==> config.mk <==
export PLATFORM = sky130hd
export DESIGN_NAME = demux_lane_counter
export DESIGN_NICKNAME = d
export VERILOG_FILES = /design/src/rtl/demux_lane_pkg.sv /design/src/rtl/demux_lane_edge_cnt.sv /design/src/rtl/demux_lane_counter.sv
export SDC_FILE = /design/constraint.sdc
export NUM_CORES = 1
export LEC_CHECK = 0
export BUFFER_PORTS_ARGS = -buffer_cell sky130_fd_sc_hd__buf_2
export CORE_ASPECT_RATIO = 1.25
export CORE_UTILIZATION = 30
export CTS_CLUSTER_DIAMETER = 150
export DETAILED_ROUTE_END_ITERATION = 7
export GPL_ROUTABILITY_DRIVEN = 0
export GPL_TIMING_DRIVEN = 0
export HOLD_SLACK_MARGIN = 0.12
export MAX_ROUTING_LAYER = met4
export PLACE_DENSITY = 0.5
export SYNTH_ARGS = -nofsm -noshare
export SYNTH_HDL_FRONTEND = slang
export SYNTH_SLANG_ARGS = --single-unit
export TNS_END_PERCENT = 50
==> constraint.sdc <==
create_clock -name clk -period 2.35 [get_ports clk]
set_input_delay 0.47 -clock clk [delete_from_list [all_inputs] [get_ports clk]]
set_output_delay 0.47 -clock clk [all_outputs]
set_load 0.02 [all_outputs]
==> src/rtl/demux_lane_pkg.sv <==
// Shared constants, read-FSM state type and lane-vector helpers for demux_lane_counter.
package demux_lane_pkg;

   localparam int LANES      = 8;
   localparam int LANE_IDX_W = 3;

   typedef enum logic [1:0] {
      IDLE = 2'd0,
      ACK  = 2'd1,
      WAIT = 2'd2
   } rd_state_e;

   // True when more than one lane bit is set.
   function automatic logic multi_hot(input logic [LANES-1:0] v);
      return ((v & (v - 8'd1)) != 8'd0);
   endfunction

   function automatic logic [LANE_IDX_W-1:0] lowest_idx(input logic [LANES-1:0] v);
      logic [LANE_IDX_W-1:0] idx;
      idx = 3'd0;
      for (int k = LANES - 1; k >= 0; k--) begin
         if (v[k]) begin
            idx = k[LANE_IDX_W-1:0];
         end
      end
      return idx;
   endfunction

endpackage

==> src/rtl/demux_lane_edge_cnt.sv <==
// One demux lane: registers the lane, detects its rising edge and counts rises
// in a saturating counter with synchronous clear and an external increment enable.
module demux_lane_edge_cnt #(
   parameter int CNT_W = 8
) (
   input  logic             clk,
   input  logic             rst_n,
   input  logic             clr,
   input  logic             lane,
   input  logic             inc_en,
   output logic [CNT_W-1:0] cnt
);

   logic             lane_q_r;
   logic [CNT_W-1:0] cnt_r;
   logic             rise_s;
   logic             sat_s;

   assign rise_s = lane & ~lane_q_r;
   assign sat_s  = &cnt_r;

   // Lane history and saturating rise counter; clear beats an increment.
   always_ff @(posedge clk) begin
      if (!rst_n) begin
         lane_q_r <= 1'b0;
         cnt_r    <= {CNT_W{1'b0}};
      end else begin
         lane_q_r <= lane;
         if (clr) begin
            cnt_r <= {CNT_W{1'b0}};
         end else if (rise_s && inc_en && !sat_s) begin
            cnt_r <= cnt_r + {{(CNT_W-1){1'b0}}, 1'b1};
         end else begin
            cnt_r <= cnt_r;
         end
      end
   end

   assign cnt = cnt_r;

endmodule

==> src/rtl/demux_lane_counter.sv <==
// Per-lane rise counters behind a 1x8 demux, with any/active encoder and a
// request/acknowledge read port. Define DEMUX_LANE_CNT_ERR_EN for multi-hot detection.
module demux_lane_counter
   import demux_lane_pkg::*;
#(
   parameter int CNT_W = 8
) (
   input  logic                  clk,
   input  logic                  rst_n,
   input  logic [LANES-1:0]      y,
   input  logic                  clr,
   input  logic                  rd_req,
   input  logic [LANE_IDX_W-1:0] rd_addr,
   output logic                  rd_ack,
   output logic [CNT_W-1:0]      rd_data,
   output logic                  any,
   output logic [LANE_IDX_W-1:0] active,
   output logic                  err
);

   logic [CNT_W-1:0]      cnt_s [LANES];
   logic                  inc_en_s;
   rd_state_e             state_r;
   rd_state_e             state_nxt_s;
   logic                  snap_s;
   logic                  rd_ack_r;
   logic [CNT_W-1:0]      rd_data_r;
   logic                  any_r;
   logic [LANE_IDX_W-1:0] active_r;

`ifdef DEMUX_LANE_CNT_ERR_EN
   logic err_r;
   logic multi_s;

   assign multi_s  = multi_hot(y);
   assign inc_en_s = ~multi_s;

   // Sticky multi-hot flag, cleared only by clr or reset.
   always_ff @(posedge clk) begin
      if (!rst_n) begin
         err_r <= 1'b0;
      end else if (clr) begin
         err_r <= 1'b0;
      end else if (multi_s) begin
         err_r <= 1'b1;
      end else begin
         err_r <= err_r;
      end
   end

   assign err = err_r;
`else
   assign inc_en_s = 1'b1;
   assign err      = 1'b0;
`endif

   for (genvar g = 0; g < LANES; g++) begin : g_lane
      demux_lane_edge_cnt #(.CNT_W(CNT_W)) u_cnt (
         .clk    (clk),
         .rst_n  (rst_n),
         .clr    (clr),
         .lane   (y[g]),
         .inc_en (inc_en_s),
         .cnt    (cnt_s[g])
      );
   end

   // Registered lane-activity encoder; lowest index wins on multi-hot.
   always_ff @(posedge clk) begin
      if (!rst_n) begin
         any_r    <= 1'b0;
         active_r <= 3'd0;
      end else begin
         any_r    <= |y;
         active_r <= lowest_idx(y);
      end
   end

   // Read FSM state register.
   always_ff @(posedge clk) begin
      if (!rst_n) begin
         state_r <= IDLE;
      end else begin
         state_r <= state_nxt_s;
      end
   end

   // Read FSM next state; ACK returns straight to IDLE if the request already dropped.
   always_comb begin
      state_nxt_s = state_r;
      snap_s      = 1'b0;
      case (state_r)
         IDLE: begin
            if (rd_req) begin
               state_nxt_s = ACK;
               snap_s      = 1'b1;
            end else begin
               state_nxt_s = IDLE;
            end
         end
         ACK: begin
            if (rd_req) begin
               state_nxt_s = WAIT;
            end else begin
               state_nxt_s = IDLE;
            end
         end
         WAIT: begin
            if (rd_req) begin
               state_nxt_s = WAIT;
            end else begin
               state_nxt_s = IDLE;
            end
         end
         default: begin
            state_nxt_s = IDLE;
         end
      endcase
   end

   // Ack pulse and snapshot of the pre-update counter value.
   always_ff @(posedge clk) begin
      if (!rst_n) begin
         rd_ack_r  <= 1'b0;
         rd_data_r <= {CNT_W{1'b0}};
      end else begin
         rd_ack_r <= snap_s;
         if (snap_s) begin
            rd_data_r <= cnt_s[rd_addr];
         end else begin
            rd_data_r <= rd_data_r;
         end
      end
   end

   assign rd_ack  = rd_ack_r;
   assign rd_data = rd_data_r;
   assign any     = any_r;
   assign active  = active_r;

endmodule

== Word-level counts from Yosys, hierarchy flattened ==
Cells that the tools add are included.

* Output and inout bits: 14
* Input bits: 15
* Register bits after elaboration: 87
* Logic and storage cells: 98

* Bitwise operators: 18
* $add $sub $neg: 8
* Order comparisons: 1
* Multiplexer cells: 15
* Equality and inequality tests: 2
* Reduce and logical (&&, ||, !) cells: 31

{| class="wikitable"
|+ Operators with widths
! kind !! number
|-
| $add A8 B1 Y8 const B || 8
|-
| $reduce_and A8 Y1 || 8
|-
| $bmux W8 S3 || 1
|-
| $mux W8 || 2
|-
| $mux W3 || 4
|-
| $not A1 Y1 || 9
|-
| $and A1 B1 Y1 || 8
|-
| $logic_and A1 B1 Y1 || 8
|-
| $logic_not A1 Y1 || 8
|-
| $reduce_or A8 Y1 || 1
|-
| $mux W2 || 3
|-
| $reduce_or A2 Y1 || 3
|-
| $reduce_or A5 Y1 || 1
|-
| $ge A4 B4 Y1 const B || 1
|-
| $mux W1 || 4
|-
| $not A3 Y4 || 1
|-
| $pmux W2 S2 || 1
|-
| $reduce_or A3 Y1 || 1
|-
| $eq A2 B1 Y1 const B || 1
|-
| $eq A2 B2 Y1 const B || 1
|-
| $logic_not A2 Y1 || 1
|}

== Logic depth before layout (Yosys ltp) ==
Gate-level depths: netlist (run 1).

* Depth after elaboration: 7
* Depth in mapped cells: 8
* Mapped depth without buffers: 6

== Modules after synthesis ==
A second synthesis (run 1) with hierarchy kept.

* Cell total of the unflattened synthesis: 559
* Area, all modules: 5,345.1 µm²

{| class="wikitable"
|+ By module, submodules not included
! module !! instances !! cells each !! sequential area each (µm²) !! area each (µm²)
|-
| demux_lane_edge_cnt || 8 || 54 || 180.2 || 530.5
|-
| demux_lane_counter || 1 || 127 || 280.3 || 1,101.1
|}

== Worst setup path after synthesis (run 1) ==
No wires, ideal clock.

* Path type: input-to-reg
* From: input rd_addr[2]
* To: register rd_data_r[5] (netlist: rd_data[5])
* Required time: 2.233 ns
* Data arrival time: 1.470 ns
* Setup time: 0.117 ns
* Stages on the path: 5
* Path buffers: 2
* Path slack: 0.763 ns
* Cell sequence: buf_6 -> buf_6 -> mux4_1 -> o22ai_1 -> nor2_1

* Cells in the longest elaborated chain, start to end: 4

{| class="wikitable"
|+ RTL lines
! item !! RTL line !! source
|-
| start, declared || demux_lane_counter.sv:13 || <nowiki>input logic [LANE_IDX_W-1:0] rd_addr,</nowiki>
|-
| $not A3 Y4 (not written as such) || demux_lane_counter.sv:129 || <nowiki>rd_data_r <= cnt_s[rd_addr];</nowiki>
|-
| $bmux W8 S3 || demux_lane_counter.sv:129 ||
|-
| $mux W8 (not written as such) (2 in a row) || demux_lane_counter.sv:129 ||
|-
| end signal, assigned || demux_lane_counter.sv:125 || <nowiki>rd_data_r <= {CNT_W{1'b0}};</nowiki>
|-
| end signal, assigned || demux_lane_counter.sv:129 ||
|-
| end signal, assigned || demux_lane_counter.sv:131 || <nowiki>rd_data_r <= rd_data_r;</nowiki>
|-
| end, declared || demux_lane_counter.sv:27 || <nowiki>logic [CNT_W-1:0] rd_data_r;</nowiki>
|}

No other way between the ends. The select of a mux whose other input is x is not followed.
A chain may end at the register's enable or synchronous reset.

==> run_results.csv, run 1 <==
group,metric,value,unit
outcome,status,"finished, final reports clean",
setup_path,cp_common_cell,"clkbuf_1",
detailed_routing,drc,0,
synthesis,synth_area_leaders,"dfxtp_1, mux4_1, xor2_1, nor2_1, o211ai_1",
synthesis,synth_seq_area_share,0.406,
power_and_ir_drop,powerDensity,647,nW/um^2
synthesis,syn_area_per_cell,9.51,um^2
global_routing,grt_pass1_vias,3327,
floorplan,start_util,0.307,
floorplan,die_h,135,um
cts,cts_setup_buffers,0,
timing,fin_tns_setup,0,ns
synthesis,synth_area,4240,um^2
synthesis,yosys_warnings,0,
detailed_routing,vias,3517,
layout,antenna_cells,0,
timing,max_freq,0.564,GHz
setup_path,critPathArrivalTime,2.00,ns
global_routing,overflow,0,
placement,place_hpwl,8630,um
timing,min_period,1.77,ns
timing,max-slew-margin-rel,0.535,
floorplan,coreArea,13800,um^2
global_routing,grt_pass1_wl,18300,um
timing,finalSetupViolCount,0,
detailed_routing,drt-pass1-iter-count,4,
synthesis,ys_types,43,
detailed_routing,ant_nets,0,
cts,cts_buffer_depth,2,
global_routing,gr-usage-met1,0.200,
global_routing,grtUsageMet3,0.0309,
setup_path,end_kind,"flop",
global_routing,busiest_layer,"met2",
floorplan,die-area,14600,um^2
cts,cts-resized-gates,0,
placement,io_buffer_count,25,
detailed_routing,wl_per_cell,17.3,um
detailed_routing,wl,11400,um
setup_path,cp_cell_sequence,"inv_1 -> ha_1 -> and2_1 -> clkbuf_1 -> nand2b_1 -> clkbuf_1 -> o22ai_1 -> nor2_1",
synthesis,synth_top_area_frac,0.406,
flow_run,drv_cap,0,
detailed_routing,first_iter_violations,173,
synthesis,synthesis.nets,471,
timing,fin_skew,0.0123,ns
hold_path,hp-class,"in2reg",
global_routing,grt_util_met2,0.301,
layout,fill_cells,1432,
synthesis,ys_ff_latch,86,
cts,cts_hold_buffers,0,
hold_path,hold_depth,2,
synthesis,synth_enable_flop_cells,0,
power_and_ir_drop,design_power_total,0.00315,W
timing,slew_viol_final,0,
power_and_ir_drop,ir_worst_vdd,0.000287,V
cts,root_buffer,"clkbuf_16",
layout,area_growth_syn_to_layout,14.8,%
setup_path,worstPathRequired,2.57,ns
timing,rsz0062_at_grt,"no",
setup_path,critPathLaunchType,"flop",
synthesis,yosys.area.top_type,"dfxtp_1",
timing,finalCritPeriodShare,0.755,
floorplan,rows,48,
synthesis,yosys_most_used_dff,"dfxtp_1",
cts,htreeDepth,3,
timing,worst_slew_pin_slew,0.698,ns
cts,clk_latency,0.35,ns
cts,clock_sinks,86,
setup_path,cp_slowest_cell,"clkbuf_1",
hold_path,worstHoldStart,"y[3]",
global_routing,grt_start_max_net_pins,14,
cts,cts-buffers-inserted,9,
setup_path,critPathMaxStageDelay,0.35,ns
cts,cts_tree,"done",
setup_path,criticalPathCategory,"reg2reg",
power_and_ir_drop,p_leak,1.94,nW
timing,hold_violations,0,
detailed_routing,viasPerCell,5.31,
setup_path,reg2reg_from,"rd_ack",
synthesis,async_flop_share,0,
global_routing,grtUsageTotal,0.174,
global_routing,antenna_found_initial,0,
layout,drive_above_1_share,0.113,
setup_path,rr_worst_depth,8,
layout,fin_nets,507,
setup_path,crit_path_max_fanout,10,
setup_path,startpoint,"rd_ack",
synthesis,postSynthCellCount,446,
floorplan,io_pins,29,
cts,clk_pin_slew_worst_paths,0.06,ns
floorplan,die_x,108,um
==> per-stage QoR <==
stage          cell area [um^2]  hold WS (ns)   util  setup WS (ns)  instances
2_1_floorplan              4240         0.456      -          0.763        446
3_3_place_gp               4590         0.502  0.332          0.521        646
3_5_place_dp               4590         0.501  0.332          0.516        646
4_1_cts                    4870         0.339  0.353          0.525        662
5_1_grt                    4870         0.365  0.353          0.373        662
6_report                   4870         0.350  0.353          0.577        662
==> state kept, by name (all words and copies together), names as in the netlist <==
name / flops
g_lane.u_cnt.lane_q_r: 8
rd_data: 8
g_lane.u_cnt.cnt: 64
any: 1
state_r: 1
active: 3
rd_ack: 1
==> path summary, 6_finish.rpt <==
kind                                   end  slack [ns]
worst max-delay path            rd_data[7]        0.58
worst min-delay path             active[2]        0.35
worst max register to register  rd_data[7]        0.58
worst min register to register  rd_data[5]        0.52
==> Yosys cell counts, types with 8 or more instances <==
library cell and count:
a21oi_1 16, and3_1 12, clkbuf_1 8, dfxtp_1 86, ha_1 10, inv_1 11
mux2i_1 11, mux4_1 11, nand2_1 29, nand3_1 21, nand4_1 12, nor2_1 51
o211ai_1 22, o21ai_0 21, o22ai_1 8, or3_1 10, or4_1 14, xor2_1 24
==> routing by layer <==
metal	part of all wire	vias up	wire length, um
li1	-	1730	-
met1	0.42	1712	4800
met2	0.53	61	6100
met3	0.032	14	368
met4	0.015	0	176
met5	0	-	0
==> power by group <==
| part | total (W) | internal, W | switching, W |
|---|---|---|---|
| Combinational | 0.000243 | 0.0000880 | 0.000155 |
| Sequential | 0.00151 | 0.00149 | 0.0000222 |
| Clock | 0.00140 | 0.000821 | 0.000575 |
| Total | 0.00315 | 0.00240 | 0.000753 |
==> cell usage in the layout (no fill, tap or decap), drive strengths merged, types with 2 or more instances in the layout <==
| master | instances |
|---|---|
| a2111oi | 2 |
| a21oi | 16 |
| and2 | 7 |
| and2b | 7 |
| and3 | 12 |
| and4 | 2 |
| buf | 32 |
| clkbuf | 20 |
| clkinv | 2 |
| dfxtp | 86 |
| ha | 10 |
| inv | 11 |
| mux2i | 11 |
| mux4 | 16 |
| nand2 | 29 |
| nand2b | 8 |
| nand3 | 21 |
| nand3b | 2 |
| nand4 | 12 |
| nand4b | 3 |
| nor2 | 51 |
| nor2b | 2 |
| nor3 | 2 |
| nor4 | 2 |
| o211a | 3 |
| o211ai | 22 |
| o21ai | 27 |
| o22ai | 8 |
| o31ai | 2 |
| or2 | 2 |
| or3 | 10 |
| or4 | 14 |
| xnor2 | 2 |
| xor2 | 24 |
==> logic make-up (layout without fill, tap and decap cells) <==
| kind of cell | count (synthesis) | count (layout) | share of synthesized area |
|---|---|---|---|
| AO/OA/AOI/OAI | 83 | 83 | 0.125 |
| adder cells (fa/ha/maj) | 10 | 10 | 0.0295 |
| flip-flops | 86 | 86 | 0.406 |
| AND/OR/NAND/NOR | 187 | 187 | 0.234 |
| multiplexers | 27 | 27 | 0.121 |
| XOR/XNOR | 26 | 26 | 0.0537 |
| other | 1 | 1 | 0.000884 |
| buffers and inverters | 26 | 67 | 0.0301 |
==> critical path: cells and delay by family (launching register included) <==
family / cells / cell delay (ns)
AOI/OAI and AO/OA: 1 / 0.25
adders and majority gates: 1 / 0.15
buffers and inverters: 3 / 0.61
DFF: 1 / 0.32
and+or+nand+nor: 3 / 0.32
==> area by class of cell <==
class	instances	area, um^2	area share
Multi-Input combinational cell	334	2390	0.491
Tap cell	175	219	0.0450
Buffer	15	86.3	0.0177
Timing Repair Buffer	25	125	0.0257
Clock inverter	4	47.5	0.00976
Sequential cell	86	1720	0.354
Clock buffer	12	236	0.0486
Inverter	11	41.3	0.00848
(Power assumes the default switching activity.)
==> inputs of run 2 (changes only) <==
Clock period 2.35 ns to 1.65 ns, I/O delays scaled along.
==> run_results.csv, run 2 (synthesized netlist as in run 1, its figures left out) <==
group,metric,value,unit
outcome,status,"finished, final reports clean",
placement,place_ws,-0.144,ns
cts,clk_pin_slew_worst_paths,0.06,ns
floorplan,start_util,0.307,
global_routing,grt_pass1_vias,3325,
setup_path,critPathMaxStageDelay,0.38,ns
power_and_ir_drop,clockPowerShare,0.445,
flow_run,drv_cap,0,
power_and_ir_drop,p_seq_frac,0.478,
setup_path,criticalPathCategory,"reg2reg",
global_routing,grt_pass1_wl,18300,um
detailed_routing,drc,0,
cts,clock_sinks,86,
layout,post-route-util,0.354,
timing,hold_violations,0,
timing,slew_viol_final,0,
floorplan,io_pins,29,
setup_path,critPathArrivalTime,1.76,ns
layout,fin_nets,505,
layout,antenna_cells,0,
power_and_ir_drop,p_leak,1.94,nW
global_routing,grtUsageTotal,0.174,
timing,fin_tns_setup,0,ns
power_and_ir_drop,combPwrFrac,0.078,
setup_path,end_kind,"flop",
floorplan,coreArea,13800,um^2
cts,cts_hold_buffers,0,
global_routing,antenna_found_initial,0,
floorplan,die-area,14600,um^2
layout,fill_cells,1428,
detailed_routing,viasPerCell,5.39,
timing,finalCritPeriodShare,0.938,
cts,htreeDepth,3,
cts,root_buffer,"clkbuf_16",
detailed_routing,ant_nets,0,
cts,clk_latency,0.35,ns
timing,holdWs,0.207,ns
cts,cts_buffer_depth,2,
timing,rsz0062_at_grt,"no",
layout,drive_above_1_share,0.130,
detailed_routing,vias,3560,
timing,min_period,1.55,ns
detailed_routing,drt-pass1-iter-count,5,
floorplan,die_h,135,um
power_and_ir_drop,ir_worst_vdd,0.000408,V
power_and_ir_drop,powerDensity,922,nW/um^2
power_and_ir_drop,power.internal,0.00342,W
timing,worst_slew_pin_slew,0.706,ns
placement,io_buffer_count,25,
setup_path,crit_path_max_fanout,4,
placement,place_hpwl,8630,um
layout,final_cell_mix,"dfxtp_1, nor2_1, nand2_1",
cts,cts-buffers-inserted,9,
layout,largest_register_ff_count,64,
floorplan,die_x,108,um
global_routing,overflow,0,
timing,final.setup.worst_slack,0.102,ns
layout,area_growth_syn_to_layout,15.3,%
detailed_routing,first_iter_violations,229,
detailed_routing,wl,11600,um
setup_path,cp_slowest_cell,"dfxtp_1",
setup_path,worstPathRequired,1.86,ns
global_routing,grt_start_max_net_pins,14,
setup_path,cp_cell_sequence,"ha_1 -> nand3_1 -> o21ai_0 -> mux2i_1 -> nor2_1",
setup_path,critPathLaunchType,"flop",
power_and_ir_drop,design_power_total,0.00451,W
timing,max-slew-margin-rel,0.529,
cts,cts_tree,"done",
timing,finalSetupViolCount,0,
timing,fin_skew,0.0137,ns
hold_path,hp-class,"in2reg",
power_and_ir_drop,switchingPower,0.00109,W
floorplan,rows,48,
detailed_routing,wl_per_cell,17.5,um
layout,layout_commonest_cell,"dfxtp_1",
power_and_ir_drop,swShare,0.241,
timing,max_freq,0.646,GHz
run 2: per-layer routing:
| layer | GRT usage | part of all wire | routed length (um) |
|---|---|---|---|
| met2 | 0.301 | 0.52 | 6050 |
| met5 | - | 0 | 0 |
| met1 | 0.200 | 0.42 | 4850 |
| met3 | 0.0309 | 0.030 | 349 |
| met4 | 0.0661 | 0.026 | 303 |
run 2: worst max-delay path, delay by kind of cell (launching register included):
| kind | cells | cell delay (ns) |
|---|---|---|
| adder cells (fa/ha/maj) | 1 | 0.21 |
| AND/OR/NAND/NOR | 2 | 0.18 |
| multiplexers | 1 | 0.27 |
| AO/OA/AOI/OAI | 1 | 0.37 |
| flip-flops | 1 | 0.38 |
run 2: metrics by stage:
stage	area [um^2]	instances
3_5_place_dp	4590	646
5_1_grt	4890	660
4_1_cts	4870	661
3_3_place_gp	4590	646
6_report	4890	660
2_1_floorplan	4240	446
run 2: area by class of cell:
type,instances,area (um^2),share of cell area
plain buffers,13,78.8,0.0161
clock buffers,12,236,0.0484
inverters,11,41.3,0.00845
multi-input cells,334,2420,0.495
flip-flops and latches,86,1720,0.352
well taps,175,219,0.0448
repair buffers,25,125,0.0256
clock inverters,4,47.5,0.00973
run 2: worst paths after layout:
check / slack [ns] / from / cells past startpoint / end
setup / recovery: 0.10 / g_lane[3].u_cnt.cnt[1] / 5 / g_lane[3].u_cnt.cnt[1]
hold / removal: 0.21 / y[3] / 2 / active[2]
setup reg to reg: 0.10 / g_lane[3].u_cnt.cnt[1] / 5 / g_lane[3].u_cnt.cnt[1]
hold reg to reg: 0.51 / rd_data[5] / 2 / rd_data[5]
run 2: power by group through the flow:
stage	logic (W)	registers, W	clock network (W)
after floorplan	0.000197	0.00222	0
after global placement	0.000343	0.00220	0
after detailed placement	0.000350	0.00220	0
after CTS	0.000352	0.00215	0.00205
after global routing	0.000383	0.00216	0.00212
final	0.000350	0.00215	0.00200
run 2: timing repair:
action / 4_1_cts / 5_1_grt
pin swaps: 0 / 1
gates resized for setup: 3 / 6
endpoints found under the hold margin: 0 / 0
endpoints found under the setup margin: 12 / 18
setup buffers: 0 / 0
==> inputs of run 3 (changes only) <==
Settings changed: CORE_ASPECT_RATIO 1.25 to 1.75, PLACE_DENSITY 0.5 to 0.48.
==> run_results.csv, run 3 (synthesized netlist as in run 1, its figures left out) <==
group,metric,value,unit
setup_path,reg2reg_from,"g_lane[7].u_cnt.cnt[1]",
cts,clk_latency,0.34,ns
detailed_routing,drc,0,
outcome,status,"finished, final reports clean",
power_and_ir_drop,p_seq_frac,0.442,
setup_path,critPathMaxStageDelay,0.44,ns
setup_path,cp_slowest_cell,"dfxtp_1",
setup_path,critPathLaunchType,"flop",
timing,hold_violations,0,
layout,final_cell_mix,"dfxtp_1, nor2_1, nand2_1",
timing,worst_slew_pin_slew,0.765,ns
power_and_ir_drop,p_leak,1.97,nW
layout,layout_commonest_cell,"dfxtp_1",
power_and_ir_drop,combPwrFrac,0.071,
floorplan,coreArea,13800,um^2
timing,finalSetupViolCount,0,
detailed_routing,wl_met3,295,um
power_and_ir_drop,switchingPower,0.00110,W
detailed_routing,vias,3514,
global_routing,overflow,0,
cts,root_buffer,"clkbuf_16",
layout,drive_above_1_share,0.130,
global_routing,antenna_found_initial,0,
power_and_ir_drop,ir_worst_vdd,0.000538,V
timing,finalCritPeriodShare,0.957,
cts,cts_tree,"done",
detailed_routing,highest_layer,"met4",
layout,antenna_cells,0,
layout,fin_nets,506,
layout,largest_register_ff_count,64,
floorplan,io_pins,29,
global_routing,grtUsageTotal,0.175,
timing,min_period,1.58,ns
setup_path,rr_worst_depth,5,
power_and_ir_drop,swShare,0.226,
floorplan,die-area,14600,um^2
detailed_routing,ant_nets,0,
detailed_routing,m1WireLength,4350,um
cts,htreeDepth,3,
detailed_routing,wl_met2,6530,um
global_routing,grt_pass1_wl,18700,um
flow_run,drv_cap,0,
timing,fin_skew,0.00799,ns
floorplan,die_h,159,um
setup_path,cp_cell_sequence,"ha_1 -> nand3_1 -> o21ai_1 -> mux2i_1 -> nor2_1",
timing,max-slew-margin-rel,0.490,
detailed_routing,viasPerCell,5.31,
placement,place_ws,-0.118,ns
detailed_routing,first_iter_violations,157,
cts,cts_hold_buffers,0,
cts,cts_buffer_depth,2,
floorplan,start_util,0.307,
floorplan,die_x,91.9,um
global_routing,grt_pass1_vias,3463,
timing,slew_viol_final,0,
setup_path,r2r_slack,0.07,ns
setup_path,critPathArrivalTime,1.79,ns
placement,io_buffer_count,25,
cts,clock_sinks,86,
detailed_routing,wl_per_cell,17.9,um
placement,place_hpwl,9130,um
setup_path,r2r-end,"g_lane[7].u_cnt.cnt[1]",
global_routing,grt_start_max_net_pins,15,
setup_path,end_kind,"flop",
cts,clk_pin_slew_worst_paths,0.07,ns
timing,fin_tns_setup,0,ns
setup_path,startpoint,"g_lane[7].u_cnt.cnt[1]",
timing,final.setup.worst_slack,0.0707,ns
setup_path,criticalPathCategory,"reg2reg",
hold_path,hp-class,"in2reg",
detailed_routing,wl,11900,um
layout,area_growth_syn_to_layout,16.7,%
setup_path,crit_path_max_fanout,4,
power_and_ir_drop,power.internal,0.00377,W
power_and_ir_drop,clockPowerShare,0.487,
timing,max_freq,0.633,GHz
detailed_routing,drt-pass1-iter-count,4,
cts,cts-buffers-inserted,9,
power_and_ir_drop,powerDensity,983,nW/um^2
timing,rsz0062_at_grt,"no",
setup_path,worstPathRequired,1.86,ns
setup_path,endpoint,"g_lane[7].u_cnt.cnt[1]",
floorplan,rows,57,
## run 3: cell count changes in the layout (fill, tap and decap cells not counted), sizes merged
cell,before,now
clkbuf,18,16
clkinvlp,1,0
bufinv,1,3
buf,32,33
## run 3: worst max-delay path: cells and delay by family (launching register included)
kind	cells	cell delay (ns)
multiplexers	1	0.23
AND/OR/NAND/NOR	2	0.18
adder cells (fa/ha/maj)	1	0.24
AO/OA/AOI/OAI	1	0.36
flip-flops	1	0.44
## run 3: what timing repair did
action / in CTS / in global routing
pin swaps: 0 / 1
gates resized for setup: 2 / 5
buffers inserted: 0 / 1
setup endpoints to repair: 12 / 23
## run 3: worst min path at each step
stage	from	endpoint	slack, ns	depth (start not counted)
final	y[3]	active[2]	0.21	2
after CTS	y[3]	active[2]	0.20	2
after floorplan	y[2]	active[2]	0.41	1
after global placement	rd_data[6]	rd_data[6]	0.49	2
after detailed placement	g_lane[1].u_cnt.cnt[6]	g_lane[1].u_cnt.cnt[6]	0.50	2
after global routing	y[3]	active[2]	0.23	2
## run 3: through the flow
stage	hold WS (ns)	instance area, um^2	util	std cells	power, W
after global placement	0.495	4590	0.332	648	0.00254
after global routing	0.226	4950	0.358	662	0.00504
after detailed placement	0.498	4590	0.332	648	0.00255
final	0.215	4950	0.358	662	0.00487
after CTS	0.204	4930	0.357	662	0.00492
after floorplan	0.408	4240	-	446	0.00241
## run 3: power groups by stage
stage / clock (W) / sequential (W) / combinational (W)
2_1_floorplan: 0 / 0.00222 / 0.000197
3_3_place_gp: 0 / 0.00220 / 0.000343
3_5_place_dp: 0 / 0.00220 / 0.000348
4_1_cts: 0.00242 / 0.00215 / 0.000349
5_1_grt: 0.00250 / 0.00216 / 0.000380
6_report: 0.00237 / 0.00215 / 0.000346
## run 3: final cells by class
type	count	area [um^2]
well taps	177	221
fillers	1445	8880
clock inverters	5	108
multi-input cells	334	2410
inverters	11	41.3
repair buffers	26	133
plain buffers	13	78.8
flip-flops and latches	86	1720
clock buffers	10	239
## run 3: routing by layer
layer  global-route usage  vias to the layer above
li1                     -                     1726
met2                0.320                       76
met1                0.171                     1683
met5                    -                        -
met4                0.113                        0
met3               0.0201                       29
